## src/rtl/proc_pkg.sv

```systemverilog
// Shared types for the IF/DM memory-port arbiter.
package proc_pkg;

    typedef enum logic [1:0] {
        ARB_IDLE,
        ARB_WAIT_GNT,
        ARB_WAIT_RESP
    } arb_state_t;

    typedef enum logic {
        OWN_IF,
        OWN_DM
    } arb_owner_t;

    localparam logic [3:0] BE_ALL = 4'hF;

endpackage

```

## src/rtl/mem_arb_prio.sv

```systemverilog
// Winner selection (data priority with fetch starvation guard) and the starvation-count update.
// Purely combinational; grants only inside the arbitration window.
module mem_arb_prio #(
    parameter int STARVE_LIMIT = 4
) (
    input  logic       arb_win_i,
    input  logic       if_req_i,
    input  logic       dm_req_i,
    input  logic       flush_i,
    input  logic [3:0] cnt_q_i,
    output logic       if_win_o,
    output logic       dm_win_o,
    output logic [3:0] cnt_d_o
);

    localparam logic [3:0] LIMIT = 4'(STARVE_LIMIT);

    logic if_ok;
    logic force_if;

    always_comb begin
        // A redirect makes the pending fetch address stale, so IF cannot win then.
        if_ok    = if_req_i & ~flush_i;
        force_if = if_ok & (cnt_q_i == LIMIT);
        dm_win_o = arb_win_i & dm_req_i & ~force_if;
        if_win_o = arb_win_i & if_ok & ~dm_win_o;

        cnt_d_o = cnt_q_i;
        if (dm_win_o && if_req_i) begin
            if (cnt_q_i != LIMIT) begin
                cnt_d_o = cnt_q_i + 4'd1;
            end
        end else if (if_win_o || (arb_win_i && !if_req_i)) begin
            cnt_d_o = '0;
        end
    end

endmodule

```

## src/rtl/mem_port_arbiter.sv

```systemverilog
// Shares one single-port memory bus between fetch and data stages, one transaction in flight.
// Grant is combinational; bus_req_o follows 1 cycle later and holds until bus_gnt_i.
module mem_port_arbiter
    import proc_pkg::*;
#(
    parameter int ADDR_W       = 32,
    parameter int STARVE_LIMIT = 4
) (
    input  logic              clk_i,
    input  logic              rst_n_i,
    input  logic              flush_i,
    input  logic              if_req_i,
    input  logic [ADDR_W-1:0] if_addr_i,
    output logic              if_gnt_o,
    output logic              if_rvalid_o,
    output logic [31:0]       if_rdata_o,
    input  logic              dm_req_i,
    input  logic              dm_we_i,
    input  logic [3:0]        dm_be_i,
    input  logic [ADDR_W-1:0] dm_addr_i,
    input  logic [31:0]       dm_wdata_i,
    output logic              dm_gnt_o,
    output logic              dm_rvalid_o,
    output logic [31:0]       dm_rdata_o,
    output logic              bus_req_o,
    output logic              bus_we_o,
    output logic [3:0]        bus_be_o,
    output logic [ADDR_W-1:0] bus_addr_o,
    output logic [31:0]       bus_wdata_o,
    input  logic              bus_gnt_i,
    input  logic              bus_rvalid_i,
    input  logic [31:0]       bus_rdata_i,
    output logic              proto_err_o
);

    arb_state_t        state_q;
    arb_owner_t        owner_q;
    logic              kill_q;
    logic              we_q;
    logic              proto_q;
    logic [3:0]        be_q;
    logic [3:0]        cnt_q;
    logic [3:0]        cnt_d;
    logic [ADDR_W-1:0] addr_q;
    logic [31:0]       wdata_q;
    logic              rsp;
    logic              arb_win;
    logic              if_win;
    logic              dm_win;

    assign rsp     = (state_q == ARB_WAIT_RESP) && bus_rvalid_i;
    assign arb_win = (state_q == ARB_IDLE) || rsp;

    mem_arb_prio #(
        .STARVE_LIMIT(STARVE_LIMIT)
    ) u_prio (
        .arb_win_i(arb_win),
        .if_req_i (if_req_i),
        .dm_req_i (dm_req_i),
        .flush_i  (flush_i),
        .cnt_q_i  (cnt_q),
        .if_win_o (if_win),
        .dm_win_o (dm_win),
        .cnt_d_o  (cnt_d)
    );

    assign if_gnt_o    = if_win;
    assign dm_gnt_o    = dm_win;
    assign if_rvalid_o = rsp && (owner_q == OWN_IF) && !kill_q && !flush_i;
    assign dm_rvalid_o = rsp && (owner_q == OWN_DM);
    assign if_rdata_o  = if_rvalid_o ? bus_rdata_i : '0;
    assign dm_rdata_o  = (dm_rvalid_o && !we_q) ? bus_rdata_i : '0;

    assign bus_req_o   = (state_q == ARB_WAIT_GNT);
    assign bus_we_o    = bus_req_o ? we_q : 1'b0;
    assign bus_be_o    = bus_req_o ? be_q : 4'h0;
    assign bus_addr_o  = bus_req_o ? addr_q : '0;
    assign bus_wdata_o = bus_req_o ? wdata_q : '0;
    assign proto_err_o = proto_q;

    always_ff @(posedge clk_i or negedge rst_n_i) begin
        if (!rst_n_i) begin
            state_q <= ARB_IDLE;
            owner_q <= OWN_IF;
            kill_q  <= 1'b0;
            we_q    <= 1'b0;
            be_q    <= '0;
            addr_q  <= '0;
            wdata_q <= '0;
            cnt_q   <= '0;
            proto_q <= 1'b0;
        end else begin
            cnt_q <= cnt_d;
            if (bus_rvalid_i && state_q != ARB_WAIT_RESP) begin
                proto_q <= 1'b1;
            end
            if (flush_i && owner_q == OWN_IF && state_q != ARB_IDLE) begin
                kill_q <= 1'b1;
            end
            if (rsp) begin
                kill_q  <= 1'b0;
                state_q <= ARB_IDLE;
            end
            if (state_q == ARB_WAIT_GNT && bus_gnt_i) begin
                state_q <= ARB_WAIT_RESP;
            end
            // A grant in the response cycle issues back-to-back without visiting IDLE.
            if (dm_win || if_win) begin
                state_q <= ARB_WAIT_GNT;
                owner_q <= dm_win ? OWN_DM : OWN_IF;
                addr_q  <= dm_win ? dm_addr_i : if_addr_i;
                we_q    <= dm_win && dm_we_i;
                be_q    <= (dm_win && dm_we_i) ? dm_be_i : BE_ALL;
                wdata_q <= (dm_win && dm_we_i) ? dm_wdata_i : '0;
            end
        end
    end

endmodule

```

## config.mk

```make
export PLATFORM = sky130hd
export DESIGN_NAME = mem_port_arbiter
export DESIGN_NICKNAME = d
export VERILOG_FILES = /design/src/rtl/proc_pkg.sv /design/src/rtl/mem_arb_prio.sv /design/src/rtl/mem_port_arbiter.sv
export SDC_FILE = /design/constraint.sdc
export NUM_CORES = 1
export LEC_CHECK = 0
export ABC_AREA = 1
export BUFFER_PORTS_ARGS = -buffer_cell sky130_fd_sc_hd__buf_2
export CORE_MARGIN = 1.5
export CORE_UTILIZATION = 39
export DETAILED_ROUTE_END_ITERATION = 7
export PLACE_DENSITY_LB_ADDON = 0.3
export SETUP_SLACK_MARGIN = 0.2
export SLEW_MARGIN = 40
export SYNTH_ARGS = -nofsm -noshare
export SYNTH_HDL_FRONTEND = slang
export SYNTH_SLANG_ARGS = --single-unit
```

## constraint.sdc

```tcl
create_clock -name clk_i -period 1.5 [get_ports clk_i]
set_input_delay 0.15 -clock clk_i [delete_from_list [all_inputs] [get_ports clk_i]]
set_output_delay 0.15 -clock clk_i [all_outputs]
set_load 0.005 [all_outputs]
```

* Word level (Yosys, flattened, before mapping)
Index checks and enable logic that the tools add are counted.
** Storage, ports and cells
- Flip-flop bits (word level) :: 78
- Bits in latches :: 0
- Bits in writable memories :: 0
- Bits in read-only memories :: 0
- Logic and storage cells :: 70
- Memories kept :: 0
** Operators by class
- Add/subtract/negate cells :: 1
- Multipliers :: 0
- Div/mod/pow operators :: 0
- Magnitude comparators :: 0
- Eq/ne operators :: 6
- Shift-type cells :: 0
- Multiplexer cells :: 18
- Bitwise logic cells :: 10
- Reduce and logical (&&, ||, !) cells :: 26
** Operators by type and width (count)
- $mux W32 :: 6
- $mux W4 :: 5
- $logic_and A1 B1 Y1 :: 13
- $and A1 B1 Y1 :: 6
- $mux W2 :: 3
- $reduce_bool A2 Y1 :: 3
- $add A4 B1 Y4 const B :: 1
- $eq A4 B3 Y1 const B :: 1
- $logic_not A1 Y1 :: 4
- $mux W1 :: 4
- $ne A2 B2 Y1 const B :: 2
- $ne A4 B3 Y1 const B :: 1
- $not A1 Y1 :: 4
- $logic_or A1 B1 Y1 :: 3
- $reduce_bool A3 Y1 :: 1
- $eq A2 B1 Y1 const B :: 1
- $eq A2 B2 Y1 const B :: 1
- $logic_not A2 Y1 :: 1
- $reduce_and A2 Y1 :: 1

* Longest topological paths before layout
- Depth in word-level cells :: 10
- Depth in mapped cells :: 10
- Gate-level depth less buffers :: 10

* Modules after synthesis
Synthesis repeated with hierarchy kept, for this count alone.
** Unflattened totals
- Cells, all modules :: 662
- Area total of the unflattened synthesis :: 4707.0 µm²
** Modules (own cells, without submodules)
- mem_port_arbiter :: instances 1, cells an instance 622, area an instance 4489.3 µm², seq. area each 1951.9 µm²
- mem_arb_prio :: instances 1, cells an instance 40, area an instance 217.7 µm², seq. area each 0.0 µm²

* Worst setup path before layout
OpenSTA, ideal clock, no wires.
- Path kind :: reg2reg
- Start :: reg cnt_q[0]
- End :: reg wdata_q[10]
- Library setup time :: 76 ps
- Arrival time :: 1358 ps
- Data required time :: 1424 ps
- Path slack :: 66 ps
- Stages on the path, launching flop included :: 11
- Buffers on the path :: 1
- Cell sequence :: dfrtp_1 -> inv_1 -> ha_1 -> nand2_1 -> nor2_1 -> nand2_1 -> nand2_4 -> nor2_4 -> buf_4 -> nand2_1 -> o21ai_1
** Between the ends
- Cells in the longest elaborated chain, start to end :: 7
- Elaborated cells between the ends (all ways) :: 9
- Classes of those cells :: eq/ne: 1; mux: 1; bitwise: 5; reduce/logical: 2
** Ends and longest elaborated chain
- from (decl) :: line mem_port_arbiter.sv:42 : logic [3:0] cnt_q;
- from (signal assigned) :: line mem_port_arbiter.sv:93 : cnt_q <= cnt_d;
- $eq A4 B3 Y1 (*) :: line mem_arb_prio.sv:24 : force_if = if_ok & (cnt_q_i == LIMIT);
- $and A1 B1 Y1 (*) :: line mem_arb_prio.sv:24
- $not A1 Y1 (*) :: line mem_arb_prio.sv:25 : dm_win_o = arb_win_i & dm_req_i & ~force_if;
- $and A1 B1 Y1 (*) :: line mem_arb_prio.sv:25
- $not A1 Y1 :: line mem_arb_prio.sv:26 : if_win_o = arb_win_i & if_ok & ~dm_win_o;
- $and A1 B1 Y1 :: line mem_arb_prio.sv:26
- $logic_or A1 B1 Y1 :: line mem_port_arbiter.sv:108 : if (dm_win || if_win) begin
- to (signal assigned) :: line mem_port_arbiter.sv:114 : wdata_q <= (dm_win && dm_we_i) ? dm_wdata_i : '0;
- to (decl) :: line mem_port_arbiter.sv:45 : logic [31:0] wdata_q;
Mark *: on every way between the ends. The rest lies on a longest branch, timed or not.
A chain may end at the register's enable or synchronous reset.

* Worst setup path after layout
- Start :: reg state_q[0]
- End :: out dm_rdata_o[14]
** Between the ends
- Cells in the longest elaborated chain, start to end :: 5
** Ends and longest elaborated chain
- from (decl) :: line mem_port_arbiter.sv:36 : arb_state_t state_q;
- from (signal assigned) :: line mem_port_arbiter.sv:83 : state_q <= ARB_IDLE;
- from (signal assigned) :: line mem_port_arbiter.sv:102 : state_q <= ARB_IDLE;
- from (signal assigned) :: line mem_port_arbiter.sv:105 : state_q <= ARB_WAIT_RESP;
- $eq A2 B2 Y1 :: line mem_port_arbiter.sv:51 : assign rsp = (state_q == ARB_WAIT_RESP) && bus_rvalid_i;
- $logic_and A1 B1 Y1 :: line mem_port_arbiter.sv:51
- $logic_and A1 B1 Y1 :: line mem_port_arbiter.sv:70 : assign dm_rvalid_o = rsp && (owner_q == OWN_DM);
- $logic_and A1 B1 Y1 :: line mem_port_arbiter.sv:72 : assign dm_rdata_o = (dm_rvalid_o && !we_q) ? bus_rdata_i : '0;
- $mux W32 :: line mem_port_arbiter.sv:72
- to (decl) :: line mem_port_arbiter.sv:24 : output logic [31:0] dm_rdata_o,
Every way passes these cells.

==> results.yml <==
floorplanning:
  dieArea_sq_mm: 0.0119
  design.portCount: 279
  die_x_um: 109
  rows: 38
  core_area_sq_mm: 0.0109
  fp.dieH_um: 109
  start_util_pct: 40.1
status:
  outcome: "finished with violations"
  violations: "setup timing"
critical_path:
  startpoint_type: "flop"
  crit_arrival_ns: 1.70
  path_max_fanout: 7
  path_cells: "nor4_4, nand2_4, buf_6, nor2_2, buf_2"
  end_kind: "primary output"
  worstSetupPathType: "reg -> out"
  crit_required_ns: 1.35
  cp_slowest_cell: "dfrtp_2"
  slowest_delay_ns: 0.46
sta:
  finClkSkew_ns: 0.0138
  drv_slew: 0
  setup_violations: 211
  postLayoutSetupSlackWorst_ns: -0.346
  rsz0062_at_grt: "true"
  tns_ns: -42.93
  worst_hold_slack_ns: 0.0153
  worst_slew_pin_slew_ns: 0.417
  fmax_mhz: 542
  hold_violations: 0
  period_needed_ns: 1.85
  relSlewSlack_pct: 72.2
  fin_crit_sh_pct: 123
synth:
  ys_seq_area_share_pct: 44.7
  ys_warn_count: 0
  ys_types: 26
  synthCells: 628
  synth_nets: 770
  synth_area_sq_mm: 0.00437
  synth_area_per_cell_sq_um: 6.96
  synth-seq-cells: 78
route:
  remaining_drc_errors: 0
  ant_nets: 0
  vias: 5280
  vias_per_cell: 4.84
  drt_iter0_drc: 339
  avgRoutedWirePerCell_um: 15.8
  drt-total-wl_mm: 17.3
  drtPass1Iterations: 5
placed_design:
  place_hpwl_mm: 9.94
  port_buffers: 278
  dp.cells: 1038
  globalplace.congestion: 0.821
finish:
  final_cells: 1092
  syn_to_final_growth_pct: 83.0
  insertedDiodeCount: 0
  drive_gt1_share_pct: 59.1
  layout_commonest_cell: "buf_2"
  final_util_pct: 73.5
  finalNetCount: 1091
  n_fill_cell: 811
  layout.cells.most_common_list: "buf_2, inv_1, nor2_1, dfrtp_1, nand3_2"
grt:
  grt_pass1_wl_mm: 21.8
  grt_max_degree: 38
  grt_pass1_vias: 4402
  grt.total_usage_pct: 23.7
  antenna_found_initial: 0
  grt-ovfl-total: 0
clocking:
  clockBufferDepth: 2
  cts.sinks: 78
  clk_pin_slew_worst_paths_ns: 0.08
  root_buffer: "clkbuf_8"
  cts_made_buffers: 9
  worstSkewPairLatency_ns: 0.34
  h-tree-depth: 3
  cts_tree: "yes"
pwr:
  p_per_area_mw_per_mm2: 1510
  finalPower_mw: 12.1
  vdd_drop_max_mv: 0.842
  leakagePower_nw: 4.66
hold_path:
  hp-class: "in -> reg"
run:
  cap_violations: 0
==> flip-flops by register name (all words and copies together), names as in the netlist <==
signal and count:
state_q 2, proto_err_o 1, we_q 1, owner_q 1, addr_q 32, cnt_q 4, wdata_q 32, kill_q 1
be_q 4
==> area by class of cell <==
type | count | area [sq um] | area share (%)
multi-input cells | 385 | 2740 | 34.3
inverters | 130 | 498 | 6.23
clock inverters | 4 | 72.6 | 0.907
repair buffers | 345 | 2420 | 30.2
clock buffers | 10 | 138 | 1.72
well taps | 140 | 175 | 2.19
flip-flops and latches | 78 | 1950 | 24.4
==> stage by stage <==
| stage | setup slack (ns) | cell area, sq um |
|---|---|---|
| after global routing | -0.424 | 8000 |
| after CTS | -0.293 | 6580 |
| after floorplan | 0.0695 | 4430 |
| final | -0.346 | 8000 |
| after global placement | -0.0320 | 6100 |
| after detailed placement | -0.0663 | 6100 |
==> critical path, delay by kind of cell (launching register included) <==
kind / cells / cell delay [ns]
flip-flops: 1 / 0.46
buffers and inverters: 2 / 0.29
AND/OR/NAND/NOR: 3 / 0.59
==> synth_stat cells, drive strengths merged <==
| cell type | instances | area [sq um] |
|---|---|---|
| o21bai | 1 | 7.51 |
| a21oi | 1 | 5.00 |
| xor2 | 1 | 8.76 |
| nor4 | 1 | 12.5 |
| inv | 130 | 488 |
| nor2 | 144 | 566 |
| ha | 2 | 25.0 |
| nand2 | 86 | 335 |
| o22ai | 1 | 6.26 |
| clkbuf | 5 | 18.8 |
| o21ai | 38 | 190 |
| buf | 30 | 190 |
| o32ai | 1 | 8.76 |
| xnor2 | 1 | 8.76 |
| nor3 | 1 | 5.00 |
| nand4 | 6 | 37.5 |
| dfrtp | 78 | 1950 |
| nand3 | 101 | 505 |
==> what timing repair did <==
action / 4_1_cts / 5_1_grt
cloned: 6 / 12
hold buffers: 2 / 1
setup buffers: 7 / 12
pin swaps: 5 / 40
hold endpoints to repair: 27 / 1
resized for setup: 23 / 261
endpoints found under the setup margin: 213 / 214
==> metal layers <==
layer | global-route usage (%) | vias to the layer above | routed length (um)
met1 | 32.9 | 2464 | 7160
met5 | 0 | - | 0
met4 | 5.92 | 0 | 229
met2 | 37.5 | 241 | 8660
li1 | - | 2554 | -
met3 | 5.20 | 21 | 1250
==> cells by family (layout without fill, tap and decap cells) <==
kind of cell    after synthesis  count (layout)  share of synthesized area, %
buf+inv                     165             489                          15.9
compound gates               42              42                          4.98
fa+ha+maj                     2               2                         0.572
simple gates                339             339                          33.4
xor+xnor                      2               2                         0.401
flops                        78              78                          44.7
==> power breakdown <==
group / switching (mW) / internal, mW / leakage [nW]
combinational: 3.63 / 3.18 / 3.57
clock: 0.754 / 0.962 / 0.104
sequential: 0.569 / 3.03 / 0.983
==> final timing paths <==
kind	end	from	depth (start not counted)	slack [ns]
min in group asynchronous	wdata_q[18]	rst_n_i	2	0.28
worst max register to register	wdata_q[12]	state_q[1]	11	-0.28
worst max-delay path	dm_rdata_o[14]	state_q[0]	5	-0.35
worst min-delay path	addr_q[3]	dm_addr_i[3]	3	0.02
max in group asynchronous	wdata_q[22]	rst_n_i	3	0.72
worst min register to register	proto_err_o	proto_err_o	1	0.49
No activity file was read; power rests on OpenSTA's default activity.
